## config.mk

```make
export PLATFORM = sky130hd
export DESIGN_NAME = i2c_scl_gen
export DESIGN_NICKNAME = d
export VERILOG_FILES = /design/src/rtl/i2c_pkg.sv /design/src/rtl/i2c_sync2.sv /design/src/rtl/i2c_scl_gen.sv
export SDC_FILE = /design/constraint.sdc
export NUM_CORES = 1
export LEC_CHECK = 0
export ABC_AREA = 1
export CORE_MARGIN = 4
export CORE_UTILIZATION = 63
export DETAILED_ROUTE_END_ITERATION = 12
export PLACE_DENSITY = 0.93
export REMOVE_ABC_BUFFERS = 1
export SYNTH_ARGS = -nofsm -noshare
export SYNTH_HDL_FRONTEND = slang
export SYNTH_SLANG_ARGS = --single-unit
```

## constraint.sdc

```tcl
create_clock -name clk_i -period 2.95 [get_ports clk_i]
set_clock_uncertainty 0.05 [all_clocks]
set_input_delay 0.4425 -clock clk_i [delete_from_list [all_inputs] [get_ports clk_i]]
set_output_delay 0.4425 -clock clk_i [all_outputs]
set_load 0.005 [all_outputs]
```

## src/rtl/i2c_pkg.sv

```systemverilog
// rtl/i2c_pkg.sv - shared encodings for the I2C master bit engine
// Purpose : command encodings, bit-engine state enum and the default width
//           of the timing counters, shared by the bit engine and its helpers.
// Ports   : none (package).
package i2c_pkg;

  localparam int CNT_W_DEFAULT = 16;

  typedef enum logic [1:0] {
    CMD_START   = 2'd0,
    CMD_BIT     = 2'd1,
    CMD_STOP    = 2'd2,
    CMD_RESTART = 2'd3
  } cmd_e;

  // ST_HOLD : SDA low with SCL high (START/RESTART hold time)
  // ST_LOW  : SCL low, SDA updated at the hold point
  // ST_WAITH: SCL released, waiting for the bus to actually go high
  // ST_HIGH : SCL high period of a data bit
  // ST_SETUP: SCL high, setup time before STOP/RESTART SDA edge
  // ST_BUF  : bus free time after STOP
  // HOLD    : bus owned, SCL parked low between commands
  typedef enum logic [2:0] {
    IDLE     = 3'd0,
    ST_HOLD  = 3'd1,
    ST_LOW   = 3'd2,
    ST_WAITH = 3'd3,
    ST_HIGH  = 3'd4,
    ST_SETUP = 3'd5,
    ST_BUF   = 3'd6,
    HOLD     = 3'd7
  } state_e;

endpackage

```

## src/rtl/i2c_sync2.sv

```systemverilog
// rtl/i2c_sync2.sv - multi-stage synchronizer for raw pad inputs
// Purpose : brings an asynchronous pad level into the clk_i domain.
// Ports   : clk_i   - system clock
//           rstn_i  - async active-low reset (stages load RST_VAL)
//           async_i - raw asynchronous input
//           sync_o  - synchronized level, STAGES cycles of latency
module i2c_sync2
  import i2c_pkg::*;
#(
  parameter int   STAGES  = 2,
  parameter logic RST_VAL = 1'b1
) (
  input  logic clk_i,
  input  logic rstn_i,
  input  logic async_i,
  output logic sync_o
);

  // Never fewer than two flops, whatever the caller asks for.
  localparam int N = (STAGES < 2) ? 2 : STAGES;

  logic [N-1:0] ff_q;

  always_ff @(posedge clk_i or negedge rstn_i) begin
    if (!rstn_i) begin
      ff_q <= {N{RST_VAL}};
    end else begin
      ff_q <= {ff_q[N-2:0], async_i};
    end
  end

  assign sync_o = ff_q[N-1];

endmodule

```

## src/rtl/i2c_scl_gen.sv

```systemverilog
// rtl/i2c_scl_gen.sv - I2C master bit-level bus engine
// Purpose : executes START/BIT/STOP/RESTART commands on open-drain SCL/SDA,
//           honours slave clock stretching, samples received bits and
//           detects arbitration loss.
// Ports   : clk_i, rstn_i          - clock, async active-low reset
//           ic_enable_i            - block enable; low aborts to IDLE
//           ic_hcnt_i, ic_lcnt_i   - SCL high/low periods in clk cycles
//           ic_sda_hold_i          - SDA hold after SCL fall, clk cycles
//           cmd_valid_i/cmd_i/cmd_data_i, cmd_ready_o - command handshake
//           done_o, rx_bit_o       - completion pulse and sampled bit
//           arb_lost_o, cmd_err_o  - arbitration-loss / illegal-cmd pulses
//           bus_owned_o            - high from START done to STOP done
//           scl_in_i, sda_in_i     - raw pad inputs
//           scl_oe_o, sda_oe_o     - 1 = pull line low
module i2c_scl_gen
  import i2c_pkg::*;
#(
  parameter int CNT_W       = CNT_W_DEFAULT,
  parameter int SYNC_STAGES = 2
) (
  input  logic             clk_i,
  input  logic             rstn_i,
  input  logic             ic_enable_i,
  input  logic [CNT_W-1:0] ic_hcnt_i,
  input  logic [CNT_W-1:0] ic_lcnt_i,
  input  logic [CNT_W-1:0] ic_sda_hold_i,
  input  logic             cmd_valid_i,
  input  logic [1:0]       cmd_i,
  input  logic             cmd_data_i,
  output logic             cmd_ready_o,
  output logic             done_o,
  output logic             rx_bit_o,
  output logic             arb_lost_o,
  output logic             cmd_err_o,
  output logic             bus_owned_o,
  input  logic             scl_in_i,
  input  logic             sda_in_i,
  output logic             scl_oe_o,
  output logic             sda_oe_o
);

  localparam logic [CNT_W-1:0] ONE = {{(CNT_W-1){1'b0}}, 1'b1};

  logic scl_s;
  logic sda_s;

  i2c_sync2 #(.STAGES(SYNC_STAGES), .RST_VAL(1'b1)) u_sync_scl (
    .clk_i  (clk_i),
    .rstn_i (rstn_i),
    .async_i(scl_in_i),
    .sync_o (scl_s)
  );

  i2c_sync2 #(.STAGES(SYNC_STAGES), .RST_VAL(1'b1)) u_sync_sda (
    .clk_i  (clk_i),
    .rstn_i (rstn_i),
    .async_i(sda_in_i),
    .sync_o (sda_s)
  );

  // Effective timing: zero periods behave as one, and the SDA hold point
  // must land strictly inside the low phase so SDA moves before SCL rises.
  logic [CNT_W-1:0] hcnt_eff, lcnt_eff, hold_lo, hold_eff;

  always_comb begin
    hcnt_eff = (ic_hcnt_i == '0) ? ONE : ic_hcnt_i;
    lcnt_eff = (ic_lcnt_i == '0) ? ONE : ic_lcnt_i;
    hold_lo  = (ic_sda_hold_i == '0) ? ONE : ic_sda_hold_i;
    hold_eff = (hold_lo > (lcnt_eff - ONE)) ? (lcnt_eff - ONE) : hold_lo;
  end

  state_e           state_q, state_d;
  cmd_e             op_q, op_d;
  logic [CNT_W-1:0] cnt_q, cnt_d;
  logic [CNT_W-1:0] hcnt_q, hcnt_d, lcnt_q, lcnt_d, hold_q, hold_d;
  logic             data_q, data_d;
  logic             scl_oe_q, scl_oe_d, sda_oe_q, sda_oe_d;
  logic             rx_bit_q, rx_bit_d, owned_q, owned_d;
  logic             done_q, done_d, arb_q, arb_d, err_q, err_d;

  assign cmd_ready_o = ic_enable_i & ((state_q == IDLE) | (state_q == HOLD));

  always_ff @(posedge clk_i or negedge rstn_i) begin
    if (!rstn_i) begin
      state_q  <= IDLE;
      op_q     <= CMD_START;
      cnt_q    <= '0;
      hcnt_q   <= '0;
      lcnt_q   <= '0;
      hold_q   <= '0;
      data_q   <= 1'b0;
      scl_oe_q <= 1'b0;
      sda_oe_q <= 1'b0;
      rx_bit_q <= 1'b0;
      owned_q  <= 1'b0;
      done_q   <= 1'b0;
      arb_q    <= 1'b0;
      err_q    <= 1'b0;
    end else begin
      state_q  <= state_d;
      op_q     <= op_d;
      cnt_q    <= cnt_d;
      hcnt_q   <= hcnt_d;
      lcnt_q   <= lcnt_d;
      hold_q   <= hold_d;
      data_q   <= data_d;
      scl_oe_q <= scl_oe_d;
      sda_oe_q <= sda_oe_d;
      rx_bit_q <= rx_bit_d;
      owned_q  <= owned_d;
      done_q   <= done_d;
      arb_q    <= arb_d;
      err_q    <= err_d;
    end
  end

  always_comb begin
    state_d  = state_q;
    op_d     = op_q;
    cnt_d    = cnt_q;
    hcnt_d   = hcnt_q;
    lcnt_d   = lcnt_q;
    hold_d   = hold_q;
    data_d   = data_q;
    scl_oe_d = scl_oe_q;
    sda_oe_d = sda_oe_q;
    rx_bit_d = rx_bit_q;
    owned_d  = owned_q;
    done_d   = 1'b0;
    arb_d    = 1'b0;
    err_d    = 1'b0;

    if (!ic_enable_i) begin
      state_d  = IDLE;
      cnt_d    = '0;
      scl_oe_d = 1'b0;
      sda_oe_d = 1'b0;
      owned_d  = 1'b0;
    end else begin
      case (state_q)
        IDLE: begin
          if (cmd_valid_i) begin
            if (cmd_i == CMD_START) begin
              op_d     = CMD_START;
              data_d   = cmd_data_i;
              hcnt_d   = hcnt_eff;
              lcnt_d   = lcnt_eff;
              hold_d   = hold_eff;
              cnt_d    = ONE;
              sda_oe_d = 1'b1;
              state_d  = ST_HOLD;
            end else begin
              err_d = 1'b1;
            end
          end
        end

        HOLD: begin
          if (cmd_valid_i) begin
            // A START while the bus is already ours is a repeated start.
            op_d    = (cmd_i == CMD_START) ? CMD_RESTART : cmd_e'(cmd_i);
            data_d  = cmd_data_i;
            hcnt_d  = hcnt_eff;
            lcnt_d  = lcnt_eff;
            hold_d  = hold_eff;
            cnt_d   = ONE;
            state_d = ST_LOW;
          end
        end

        ST_HOLD: begin
          if (cnt_q == hcnt_q) begin
            scl_oe_d = 1'b1;
            owned_d  = 1'b1;
            done_d   = 1'b1;
            state_d  = HOLD;
          end else begin
            cnt_d = cnt_q + ONE;
          end
        end

        ST_LOW: begin
          cnt_d = cnt_q + ONE;
          if (cnt_q == hold_q) begin
            case (op_q)
              CMD_BIT:  sda_oe_d = ~data_q;
              CMD_STOP: sda_oe_d = 1'b1;
              default:  sda_oe_d = 1'b0;
            endcase
          end
          if (cnt_q == lcnt_q) begin
            scl_oe_d = 1'b0;
            cnt_d    = ONE;
            state_d  = ST_WAITH;
          end
        end

        ST_WAITH: begin
          // Counter stays put while a slave stretches the clock.
          if (scl_s) begin
            cnt_d = ONE;
            if (op_q == CMD_BIT) begin
              rx_bit_d = sda_s;
              if (data_q && !sda_s) begin
                arb_d    = 1'b1;
                scl_oe_d = 1'b0;
                sda_oe_d = 1'b0;
                owned_d  = 1'b0;
                state_d  = IDLE;
              end else begin
                state_d = ST_HIGH;
              end
            end else begin
              state_d = ST_SETUP;
            end
          end
        end

        ST_HIGH: begin
          if (cnt_q == hcnt_q) begin
            scl_oe_d = 1'b1;
            done_d   = 1'b1;
            state_d  = HOLD;
          end else begin
            cnt_d = cnt_q + ONE;
          end
        end

        ST_SETUP: begin
          if (cnt_q == hcnt_q) begin
            cnt_d = ONE;
            if (op_q == CMD_STOP) begin
              sda_oe_d = 1'b0;
              state_d  = ST_BUF;
            end else begin
              sda_oe_d = 1'b1;
              state_d  = ST_HOLD;
            end
          end else begin
            cnt_d = cnt_q + ONE;
          end
        end

        ST_BUF: begin
          if (cnt_q == lcnt_q) begin
            owned_d = 1'b0;
            done_d  = 1'b1;
            state_d = IDLE;
          end else begin
            cnt_d = cnt_q + ONE;
          end
        end

        default: begin
          state_d = IDLE;
        end
      endcase
    end
  end

  assign done_o      = done_q;
  assign rx_bit_o    = rx_bit_q;
  assign arb_lost_o  = arb_q;
  assign cmd_err_o   = err_q;
  assign bus_owned_o = owned_q;
  assign scl_oe_o    = scl_oe_q;
  assign sda_oe_o    = sda_oe_q;

endmodule

```

==> impl_metrics.yaml <==
worst_setup_path:
  rr_worst_depth: 13
  critPathSlowestCell: "ha_4"
  slowest_delay_ps: 310
  crit_buf_inv: 8
  start_kind: "input port"
  cp.arrival_ps: 3560
  crit_chain: "clkdlybuf4s15_1 > inv_2 > buf_4 > buf_4 > nand2_4 > inv_4 > ha_4 > nand2_4 > nor3_4 > nand2_1 > xor2_1 > inv_1 > ha_4 > nand2_4 > buf_4 > o21ai_1 > nor2_1 > nand2_1 > buf_4 > nand3_1 > nand3_2 > nand2_1"
  cpMostUsedCell: "buf_4"
  path_depth: 22
  end_kind: "flip-flop"
  critPathRequiredTime_ps: 3160
  path_delay_family: "buffers and inverters"
  crit_type: "in2reg"
  cp_max_fo: 11
status:
  violations: "negative setup slack"
  outcome: "complete, but fails checks"
route:
  first_pass_iters: 6
  wl_um: 22200
  route.detailed.drc: 0
  avgViaCountPerCell: 5.93
  drt.antenna.violating_nets: 0
  drtIter0Drc: 876
  wl_per_cell_um: 18.0
  vias: 7317
grt:
  grt_use_met3_pct: 7.14
  grtUsageMet2_pct: 58.5
  antenna_found_initial: 0
  grt_pass1_vias: 6698
  grt_busiest_layer: "met2"
  grt_start_max_net_pins: 82
  grt-ovfl-total: 0
  grt_pass1_wl_um: 31300
  gr-usage-all-layers_pct: 34.3
  gr-usage-met1_pct: 40.7
clock_network:
  clkSinkCount: 81
  clock-root-buffer: "clkbuf_8"
  clk_latency_ps: 380
  path_clk_slew_ps: 80
  cts_buffer_depth: 2
  htree_levels: 3
  hold_buffers: 0
  cts_buffers: 9
  cts_tree: "yes"
synth:
  synth_cell_types: 38
  synth_cells: 975
  async_reset_ff_share_pct: 100
  yosysWarnings: 0
  synth_edf_count: 0
  ys.flop_type: "dfrtp_1"
  synth.ff_latch_count: 81
  synth_area_leaders: "dfrtp_1, nand2_1, nand3_1"
  syn_area_um2: 6280
  synthDominantCellAreaShare_pct: 30.7
  syn_avg_cell_area_um2: 6.44
  ys_seq_area_share_pct: 32.4
  synth_top_area_cell: "dfrtp_1"
placement:
  globalplace.congestion: 0.991
  dp_hpwl_um: 13400
  place_inst: 1186
  io_buffers: 64
pwr:
  p_leak_nw: 4.19
  max-vdd-ir-drop_v: 0.000403
  power_density_nw_per_um2: 588
  p_total_w: 0.00469
finish:
  syn2layout_area_growth_pct: 27.0
  fin_nets: 1172
  num_antenna_cells: 0
  final_cells: 1233
  drive_gt1_share_pct: 22.8
sta:
  rsz0062_at_grt: "yes"
  setup_slack_ps: -398
  setup_viol: 16
  fmax_mhz: 299
  fin_crit_ps: 3350
  worst_pin_slew_ps: 1030
  hold_viol: 0
  fin_setup_tns_ps: -5040
  slew_violations: 0
  fin_crit_sh_pct: 113
  slew_headroom_pct: 31.5
  fin_hold_ws_ps: 207
hold_path:
  min_path_type: "in2async"
floorplan:
  die_area_um2: 11600
  start_util_pct: 64.5
  die_h_um: 108
  io_pins: 65
  die-width_um: 108
  rows: 36
  core_area_um2: 9730
run:
  maxCapViolations: 0
[cells in the mapped netlist, types with 2 or more instances]
library cell,count
dfstp_2,4
nor2_4,5
a31oi_1,3
nor2_1,88
nand4_1,15
o21ai_1,2
inv_2,17
nand2_2,19
dfrtp_1,77
nand3_2,3
a21oi_1,10
clkbuf_1,23
o21ai_0,51
inv_1,107
clkinv_1,2
nor4_1,5
buf_2,11
o21a_1,2
buf_1,4
nor2_2,3
buf_4,13
nand3_1,114
nand2_4,2
nand2_1,326
ha_1,20
xor2_1,26
nor3_1,11
o211ai_1,2
[metrics by stage]
stage	setup WS [ps]	util [%]	cell area, µm²
after floorplan	-753	-	5990
after global placement	-611	75.2	7310
after detailed placement	-693	75.2	7310
after CTS	9.10	79.2	7710
after global routing	-706	82.0	7980
final	-398	82.0	7980
[layout make-up]
cell class / instances / area [µm²]
clock buffers: 12 / 145
clock inverters: 4 / 20.0
fillers: 570 / 1750
inverters: 127 / 489
multi-input cells: 714 / 3770
flip-flops and latches: 81 / 2030
well taps: 133 / 166
repair buffers: 162 / 1360
[flip-flops by register name, summed over array words and instances (netlist names)]
register,cells
scl_oe_o,1
hcnt_q,16
hold_q,16
u_sync_scl.ff_q,2
sda_oe_o,1
arb_lost_o,1
bus_owned_o,1
cnt_q,16
op_q,2
data_q,1
cmd_err_o,1
state_q,3
u_sync_sda.ff_q,2
rx_bit_o,1
lcnt_q,16
done_o,1
[kinds of logic after synthesis]
| logic type | after synthesis | synth area share, % |
|---|---|---|
| simple gates | 592 | 40.9 |
| flops | 81 | 32.4 |
| xor+xnor | 27 | 3.77 |
| buf+inv | 180 | 12.3 |
| compound gates | 75 | 6.69 |
| fa+ha+maj | 20 | 3.98 |
[final timing paths]
check	startpoint	end	slack (ps)
max in group asynchronous	rstn_i	lcnt_q[12]$_DFFE_PN0P_	2010
worst min-delay path	rstn_i	hcnt_q[4]$_DFFE_PN0P_	210
worst max register to register	cnt_q[13]$_DFFE_PN0P_	state_q[0]$_DFFE_PN0P_	480
min in group clk_i	u_sync_scl.ff_q[0]$_DFF_PN1_	u_sync_scl.ff_q[1]$_DFF_PN1_	310
worst max-delay path	ic_lcnt_i[0]	hold_q[10]$_DFFE_PN0P_	-400
worst min register to register	u_sync_scl.ff_q[0]$_DFF_PN1_	u_sync_scl.ff_q[1]$_DFF_PN1_	310
[routing by layer]
| layer | share of wire (%) | vias up |
|---|---|---|
| met1 | 34 | 3325 |
| met2 | 47 | 528 |
| met4 | 8.8 | 0 |
| met5 | 0 | - |
| li1 | - | 3291 |
| met3 | 11 | 173 |
[report_power, final]
part / switching [W] / internal (W) / total (W)
registers: 0.000332 / 0.00150 / 0.00184
clock network: 0.000413 / 0.000324 / 0.000736
logic: 0.00130 / 0.000822 / 0.00212
total: 0.00204 / 0.00265 / 0.00469
[what timing repair did]
item | 4_1_cts | 5_1_grt
resized for setup | 50 | 100
endpoints found under the setup margin | 16 | 16
gates cloned | 1 | 0
buffers inserted | 19 | 11
pin swaps | 23 | 32
[cell usage in the layout (no fill, tap or decap), drive strengths merged]
cell             n
ha              20
nor4             5
o21a             2
clkdlybuf4s15    1
nand4           15
a31oi            3
o211ai           2
nor3            11
xnor2            1
xor2            26
a21oi           11
clkinv           6
dfrtp           77
inv            125
nand2          347
a22oi            1
buf            104
clkdlybuf4s50   47
nor2            97
a31o             1
o21bai           1
dfstp            4
clkbuf          22
nand3          117
o21ai           54
No activity file was read; power rests on OpenSTA's default activity.
